===== config.mk =====
export PLATFORM = sky130hd
export DESIGN_NAME = instr_sequencer_flat
export DESIGN_NICKNAME = d
export VERILOG_FILES = /design/src/rtl/instr_sequencer_if.sv /design/src/rtl/instr_sequencer.sv /design/src/flat_wrapper.sv
export SDC_FILE = /design/constraint.sdc
export NUM_CORES = 1
export LEC_CHECK = 0
export ABC_AREA = 1
export CORE_MARGIN = 1
export CORE_UTILIZATION = 55
export CTS_BUF_LIST = sky130_fd_sc_hd__clkbuf_8
export DETAILED_ROUTE_END_ITERATION = 10
export PLACE_DENSITY = 0.73
export SYNTH_ARGS = -nofsm -noshare
export SYNTH_HDL_FRONTEND = slang
export SYNTH_SLANG_ARGS = --single-unit

===== constraint.sdc =====
create_clock -name clk -period 2.6 [get_ports clk]
set_input_delay 0.52 -clock clk [delete_from_list [all_inputs] [get_ports clk]]
set_output_delay 0.52 -clock clk [all_outputs]
set_load 0.01 [all_outputs]

===== src/rtl/instr_sequencer_if.sv =====
// Host/core-facing signal bundle of the instruction sequencer: program loader,
// run control, core flag feedback and the issued instruction stream.
interface instr_sequencer_if #(
    parameter int AW = 4
);
    logic          prog_we;
    logic [AW-1:0] prog_addr;
    logic [11:0]   prog_wdata;
    logic          start;
    logic          stop;
    logic [2:0]    flag_cmp;
    logic [7:0]    instruction;
    logic [AW-1:0] pc;
    logic          busy;
    logic          halted;

    modport master (
        output prog_we, prog_addr, prog_wdata, start, stop, flag_cmp,
        input  instruction, pc, busy, halted
    );

    modport slave (
        input  prog_we, prog_addr, prog_wdata, start, stop, flag_cmp,
        output instruction, pc, busy, halted
    );
endinterface


===== src/rtl/instr_sequencer.sv =====
// Program store plus control-flow sequencer feeding the 8-bit micro core.
// Optional CMP_INTERLOCK_EN: one-cycle stall of a JC that directly follows a CM/CMI.
module instr_sequencer #(
    parameter int         AW        = 4,
    parameter logic [7:0] NOP_INSTR = 8'h30
) (
    input  logic                clk,
    input  logic                rst,
    instr_sequencer_if.slave    bus
);

    typedef enum logic [1:0] {
        S_IDLE,
        S_RUN,
        S_HALTED
    } state_e;

    localparam int DEPTH = 2 ** AW;

    logic [11:0]   mem_q [DEPTH];
    state_e        state_q, state_d;
    logic [AW-1:0] pc_q, pc_d;
    logic [7:0]    instr_q, instr_d;
    logic [7:0]    cnt_q, cnt_d;

    logic [11:0]   word;
    logic [3:0]    ctrl;
    logic [7:0]    payload;
    logic [AW-1:0] target;
    logic [AW-1:0] pc_inc;
    logic          jc_hit;
    logic          stall;

    assign word    = mem_q[pc_q];
    assign ctrl    = word[11:8];
    assign payload = word[7:0];
    assign target  = payload[AW-1:0];
    assign pc_inc  = pc_q + AW'(1);
    assign jc_hit  = |(bus.flag_cmp & payload[6:4]);

`ifdef CMP_INTERLOCK_EN
    // CM (0x7_) and CMI (0xF_) only update flag_cmp two cycles after issue.
    assign stall = (ctrl == 4'b0010) && (instr_q[6:4] == 3'b111);
`else
    assign stall = 1'b0;
`endif

    always_comb begin
        state_d = state_q;
        pc_d    = pc_q;
        instr_d = instr_q;
        cnt_d   = cnt_q;
        case (state_q)
            S_IDLE: begin
                if (bus.start && !bus.stop) begin
                    state_d = S_RUN;
                    pc_d    = '0;
                    instr_d = NOP_INSTR;
                end
            end
            S_RUN: begin
                instr_d = NOP_INSTR;
                if (bus.stop) begin
                    state_d = S_IDLE;
                end else if (!stall) begin
                    case (ctrl)
                        4'b0000: begin
                            instr_d = payload;
                            pc_d    = pc_inc;
                        end
                        4'b0001: pc_d = target;
                        4'b0010: pc_d = jc_hit ? target : pc_inc;
                        4'b0011: state_d = S_HALTED;
                        4'b0101: begin
                            cnt_d = payload;
                            pc_d  = pc_inc;
                        end
                        4'b0110: begin
                            if (cnt_q != 8'd0) begin
                                cnt_d = cnt_q - 8'd1;
                                pc_d  = target;
                            end else begin
                                pc_d  = pc_inc;
                            end
                        end
                        default: pc_d = pc_inc;
                    endcase
                end
            end
            S_HALTED: begin
                if (bus.stop) begin
                    state_d = S_IDLE;
                    instr_d = NOP_INSTR;
                end else if (bus.start) begin
                    state_d = S_RUN;
                    pc_d    = '0;
                    instr_d = NOP_INSTR;
                end
            end
            default: begin
                state_d = S_IDLE;
                instr_d = NOP_INSTR;
            end
        endcase
    end

    always_ff @(posedge clk) begin
        if (rst) begin
            state_q <= S_IDLE;
            pc_q    <= '0;
            instr_q <= NOP_INSTR;
            cnt_q   <= 8'd0;
        end else begin
            state_q <= state_d;
            pc_q    <= pc_d;
            instr_q <= instr_d;
            cnt_q   <= cnt_d;
        end
    end

    // Program store is not reset; it is only writable while idle.
    always_ff @(posedge clk) begin
        if (state_q == S_IDLE && bus.prog_we) begin
            mem_q[bus.prog_addr] <= bus.prog_wdata;
        end
    end

    assign bus.instruction = instr_q;
    assign bus.pc          = pc_q;
    assign bus.busy        = (state_q == S_RUN);
    assign bus.halted      = (state_q == S_HALTED);

endmodule

===== src/flat_wrapper.sv =====
// flat-port wrapper written by rule: the top's interface ports become plain ports
module instr_sequencer_flat 
#(
    parameter int         AW        = 4,
    parameter logic [7:0] NOP_INSTR = 8'h30
)
  (clk, rst, bus_prog_we, bus_prog_addr, bus_prog_wdata, bus_start, bus_stop, bus_flag_cmp, bus_instruction, bus_pc, bus_busy, bus_halted);
  instr_sequencer_if #(.AW(AW)) bus_i ();
  input  logic clk;
  input  logic rst;
  input wire logic [$bits(bus_i.prog_we)-1:0] bus_prog_we;
  input wire logic [$bits(bus_i.prog_addr)-1:0] bus_prog_addr;
  input wire logic [$bits(bus_i.prog_wdata)-1:0] bus_prog_wdata;
  input wire logic [$bits(bus_i.start)-1:0] bus_start;
  input wire logic [$bits(bus_i.stop)-1:0] bus_stop;
  input wire logic [$bits(bus_i.flag_cmp)-1:0] bus_flag_cmp;
  output wire logic [$bits(bus_i.instruction)-1:0] bus_instruction;
  output wire logic [$bits(bus_i.pc)-1:0] bus_pc;
  output wire logic [$bits(bus_i.busy)-1:0] bus_busy;
  output wire logic [$bits(bus_i.halted)-1:0] bus_halted;
  assign bus_i.prog_we = bus_prog_we;
  assign bus_i.prog_addr = bus_prog_addr;
  assign bus_i.prog_wdata = bus_prog_wdata;
  assign bus_i.start = bus_start;
  assign bus_i.stop = bus_stop;
  assign bus_i.flag_cmp = bus_flag_cmp;
  assign bus_instruction = bus_i.instruction;
  assign bus_pc = bus_i.pc;
  assign bus_busy = bus_i.busy;
  assign bus_halted = bus_i.halted;
  instr_sequencer #(.AW(AW), .NOP_INSTR(NOP_INSTR)) u_core (.clk(clk), .rst(rst), .bus(bus_i));
endmodule

# == Yosys cells after proc, flatten, opt, wreduce, memory -nomap -nowiden ==
# Memories as Yosys holds them, arrays and structs flattened. A register that Yosys moved wholly into a read port is not among the register bits.
# Index checks and enable logic that the tools add are counted.
# Widths: inputs -> output; s select.
# op_classes
add_sub_neg,2
mul,0
div,0
n_lt_le_gt_ge,0
eq_ne,15
n_shift,0
muxes,26
bitwise_logic,2
reduce_logical,13
# op_table
cell,n
$mux 8,6
$mux 4,8
$pmux 8 s3,1
$pmux 4 s4,1
$pmux 8 s2,1
$pmux 4 s3,1
$mux 2,5
$eq 4x2->1 const B,2
$eq 4x3->1 const B,2
$ne 2x2->1 const B,4
$reduce_bool 8->1,1
$sub 8x1->8 const B,1
$pmux 2 s3,1
$reduce_and 6->1,1
$add 4x1->4 const B,1
$eq 4x1->1 const B,1
$logic_not 4->1,1
$ne 2x1->1 const B,2
$reduce_and 4->1,1
$and 3x3->3,1
$ne 3x2->1 const B,1
$ne 3x3->1 const B,1
$reduce_and 3->1,1
$reduce_bool 3->1,1
10 further kinds,12
# totals
regBits,22
latch_bits,0
ramBits,192
romBits,0
inputBits,24
output_inout_bits,14
memories,1
# mem_list
name,words,width,read_ports,rd_clocked_by_memory_dff,wr,line,rtl
u_core.mem_q,16,12,1,1,1,instr_sequencer.sv:20,logic [11:0] mem_q [DEPTH];

# == Depth between registers and ports, before layout ==
# depth
depth_word,8
mapped_depth,19

# == Least setup slack after synthesis ==
# Ideal clock, no wire load.
# synth_timing
kind,input port to flip-flop
start,input port bus_prog_we
end,memory u_core.mem_q[10][0] (enable)
setup_ps,380
arrival_ps,1587
slack_ps,633
path_stages,3
path_cell_list,nor3b_1 -> nand3_1 -> nor2_1
# synth_via
elab_chain_cells,3
# synth_lines
item,line,rtl
start: declaration,flat_wrapper.sv:11,input wire logic [$bits(bus_i.prog_we)-1:0] bus_prog_we;
$logic_and 1x1->1,instr_sequencer.sv:123,if (state_q == S_IDLE && bus.prog_we) begin
$mux 1,instr_sequencer.sv:123,
$mux 1 (not written as such),instr_sequencer.sv:124,mem_q[bus.prog_addr] <= bus.prog_wdata;
end: declaration,instr_sequencer.sv:20,
# No other way between the ends.

==> impl_metrics.toml <==
[routing]
met1_length_mm = 8.765
drt-total-wl_mm = 22.04
first_iter_violations = 485
vias = 6594
drc = 0
routed-wl-met2_mm = 10.70
wl_met3_mm = 1.499
dr.pass1.iters = 5
wl_per_cell_um = 18.35
antenna_left = 0
vias_per_cell = 5.490
highest_layer = "met4"

[sta]
clock_skew_ns = 0.01376
max_clock_freq_mhz = 428.1
setup_tns_ns = 0
tightestPinTransition_ns = 0.7342
fin_crit_ns = 2.336
fin_ws_ns = 0.2643
rsz0062_at_grt = "no"
fin_crit_sh_pct = 89.83
final_max_slew_viol_count = 0
setup_viol = 0
whs_ns = 0.4683
slew_headroom_pct = 50.90
hold_viol = 0

[synth]
ys_types = 39
synthTopCellsByCount = "nand2_1, edfxtp_1, nor2_1"
synth_compound_area_share_pct = 7.602
ys.flop_type = "edfxtp_1"
async_flop_share_pct = 0
syn-num-nets = 888
ys_warn_count = 0
syn_inst = 861
synthTopCellsByArea = "edfxtp_1, nand2_1, dfxtp_1"
synth_top_area_share_pct = 61.46
syn_area_sq_um = 9381
synth-edff-count = 192
syn_avg_cell_area_sq_um = 10.90
synth_xor_area_share_pct = 0.6535
yosysMostFrequentCell = "nand2_1"
ys_seq_elements = 218
muxShareOfSynthArea_pct = 0.1067
yosys.area_share.simple_pct = 18.08
yosysTopAreaCell = "edfxtp_1"
seq_area_frac_synth_pct = 67.00
synth_adder_area_share_pct = 0.4001
synth_top_family_by_area = "simple AND/OR/NAND/NOR gates"

[status]
status = "complete, no violations"

[floorplanning]
start_util_pct = 56.37
dieArea_sq_um = 17580
die_h_um = 132.6
die_w_um = 132.6
core_sq_um = 16640
num_io_pins = 38
rows = 47

[worst_setup_path]
crit_path_start_kind = "register"
crit_required_ns = 3.01
path_max_fanout = 47
cp-end-kind = "register"
worstSetupPathType = "reg2reg"
cp.arrival_ns = 2.74

[place]
placed_area_sq_um = 10250
place.gp.congestion = 0.8758
portBuffers = 37
dp_hpwl_mm = 14.69
preCtsSetupSlack_ns = 0.2702
dpl.cell_count = 1137

[clocking]
cts_setup_buffers = 0
cts.clk_slew.worst_paths_ns = 0.06
cts_hold_buf = 0
htreeDepth = 2
cts_root_buffer = "clkbuf_8"
clockBufferDepth = 3
clock_latency_ns = 0.52
cts_inserted_buffers = 37
cts_sinks = 218
ctsResizeCount = 0
tritoncts = "done"

[final_layout]
fillers = 1284
finalNetCount = 983
drive_gt1_share_pct = 13.35
regArea_sq_um = 6290
antennaDiodeCount = 0
final_cells = 1201
multiInputGateArea_sq_um = 2519
finalInstanceArea_sq_um = 10940
syn2layout_area_growth_pct = 16.63

[pwr]
cellPowerDensity_nw_per_um2 = 647.1
ir_drop_mv = 0.4857
p_leak_nw = 4.181

[global_routing]
antenna_found_initial = 0
grt_max_degree = 48
grt_use_total_pct = 26.20
grt_overflow = 0
grt_pass1_wl_mm = 34.44
grt_pass1_vias = 6502

[run]
max_cap_viol_count = 0

[worst_hold_path]
hold_path.class = "reg2reg"
cells by family (layout without fill, tap and decap cells):
kind of cell | Yosys count | count (layout)
multiplexers | 1 | 1
XOR/XNOR | 7 | 7
AND/OR/NAND/NOR | 403 | 403
buffers and inverters | 110 | 230
AO/OA/AOI/OAI | 119 | 119
adder cells (fa/ha/maj) | 3 | 3
flip-flops | 218 | 218
area by class of cell:
class                           instances  area share [%]
Inverter                               69           2.436
Timing Repair Buffer                   97           8.188
Clock inverter                         23           1.201
Tap cell                              220           2.516
Clock buffer                           41           5.157
Sequential cell                       218           57.48
Multi-Input combinational cell        533           23.02
state kept, by name, indices dropped and copies added (netlist names), named ones only:
signal and flops:
u_core.state_q 2, u_core.mem_q 192, u_core.bus.instruction 8, u_core.cnt_q 8, u_core.bus.pc 4
path summary, 6_finish.rpt:
kind	from	depth (start not counted)	end	slack (ns)
worst max-delay path	register	15	u_core.cnt_q[0]$_SDFFE_PP0P_	0.26
worst min-delay path	u_core.bus.instruction[0]$_SDFFE_PP0P_	2	u_core.bus.instruction[0]$_SDFFE_PP0P_	0.47
worst max register to register	register	15	u_core.cnt_q[0]$_SDFFE_PP0P_	0.26
worst min register to register	u_core.bus.instruction[0]$_SDFFE_PP0P_	2	u_core.bus.instruction[0]$_SDFFE_PP0P_	0.47
critical path, stage by stage (launching register included):
cell,delay (ns)
dfxtp_4,0.41
buf_12,0.25
buf_4,0.18
nand2_1,0.05
nand2_1,0.09
nand2_1,0.06
nand3_1,0.08
nand3_1,0.08
nand2_1,0.12
inv_2,0.06
nor2_4,0.12
nand3_2,0.13
nor2_4,0.25
inv_1,0.11
o21ai_0,0.16
a21oi_1,0.05
layer usage:
| layer | vias up | GRT usage, % |
|---|---|---|
| met5 | - | 0 |
| met4 | 0 | 15.07 |
| met3 | 74 | 5.134 |
| met2 | 270 | 43.89 |
| met1 | 3086 | 31.79 |
| li1 | 3164 | - |
placed cells by master, fill, tap and decap left out, drive strengths merged, types with 3 or more instances in the layout:
cell,Yosys,layout
o21ai,68,68
o221ai,10,10
edfxtp,192,192
nor2,112,112
clkdlybuf4s50,0,37
inv,68,76
dfxtp,26,26
o211ai,15,15
xnor2,3,3
nand2,196,196
nand3,89,89
a31oi,5,5
buf,35,60
clkinv,1,14
ha,3,3
a21oi,14,14
xor2,4,4
clkbuf,6,41
where the power goes:
part / total, W / switching [W] / internal (W) / leakage (nW)
combinational: 0.000339 / 0.000221 / 0.000118 / 1.85
clock: 0.00287 / 0.00132 / 0.00155 / 0.383
sequential: 0.00387 / 0.0000147 / 0.00385 / 1.94
per-stage QoR:
step	total power [W]	util [%]
6_report	0.007080	65.75
5_1_grt	0.007318	65.75
4_1_cts	0.007138	65.75
3_5_place_dp	0.004275	61.57
3_3_place_gp	0.004269	61.57
2_1_floorplan	0.004105	-
No activity file was read; power rests on OpenSTA's default activity.
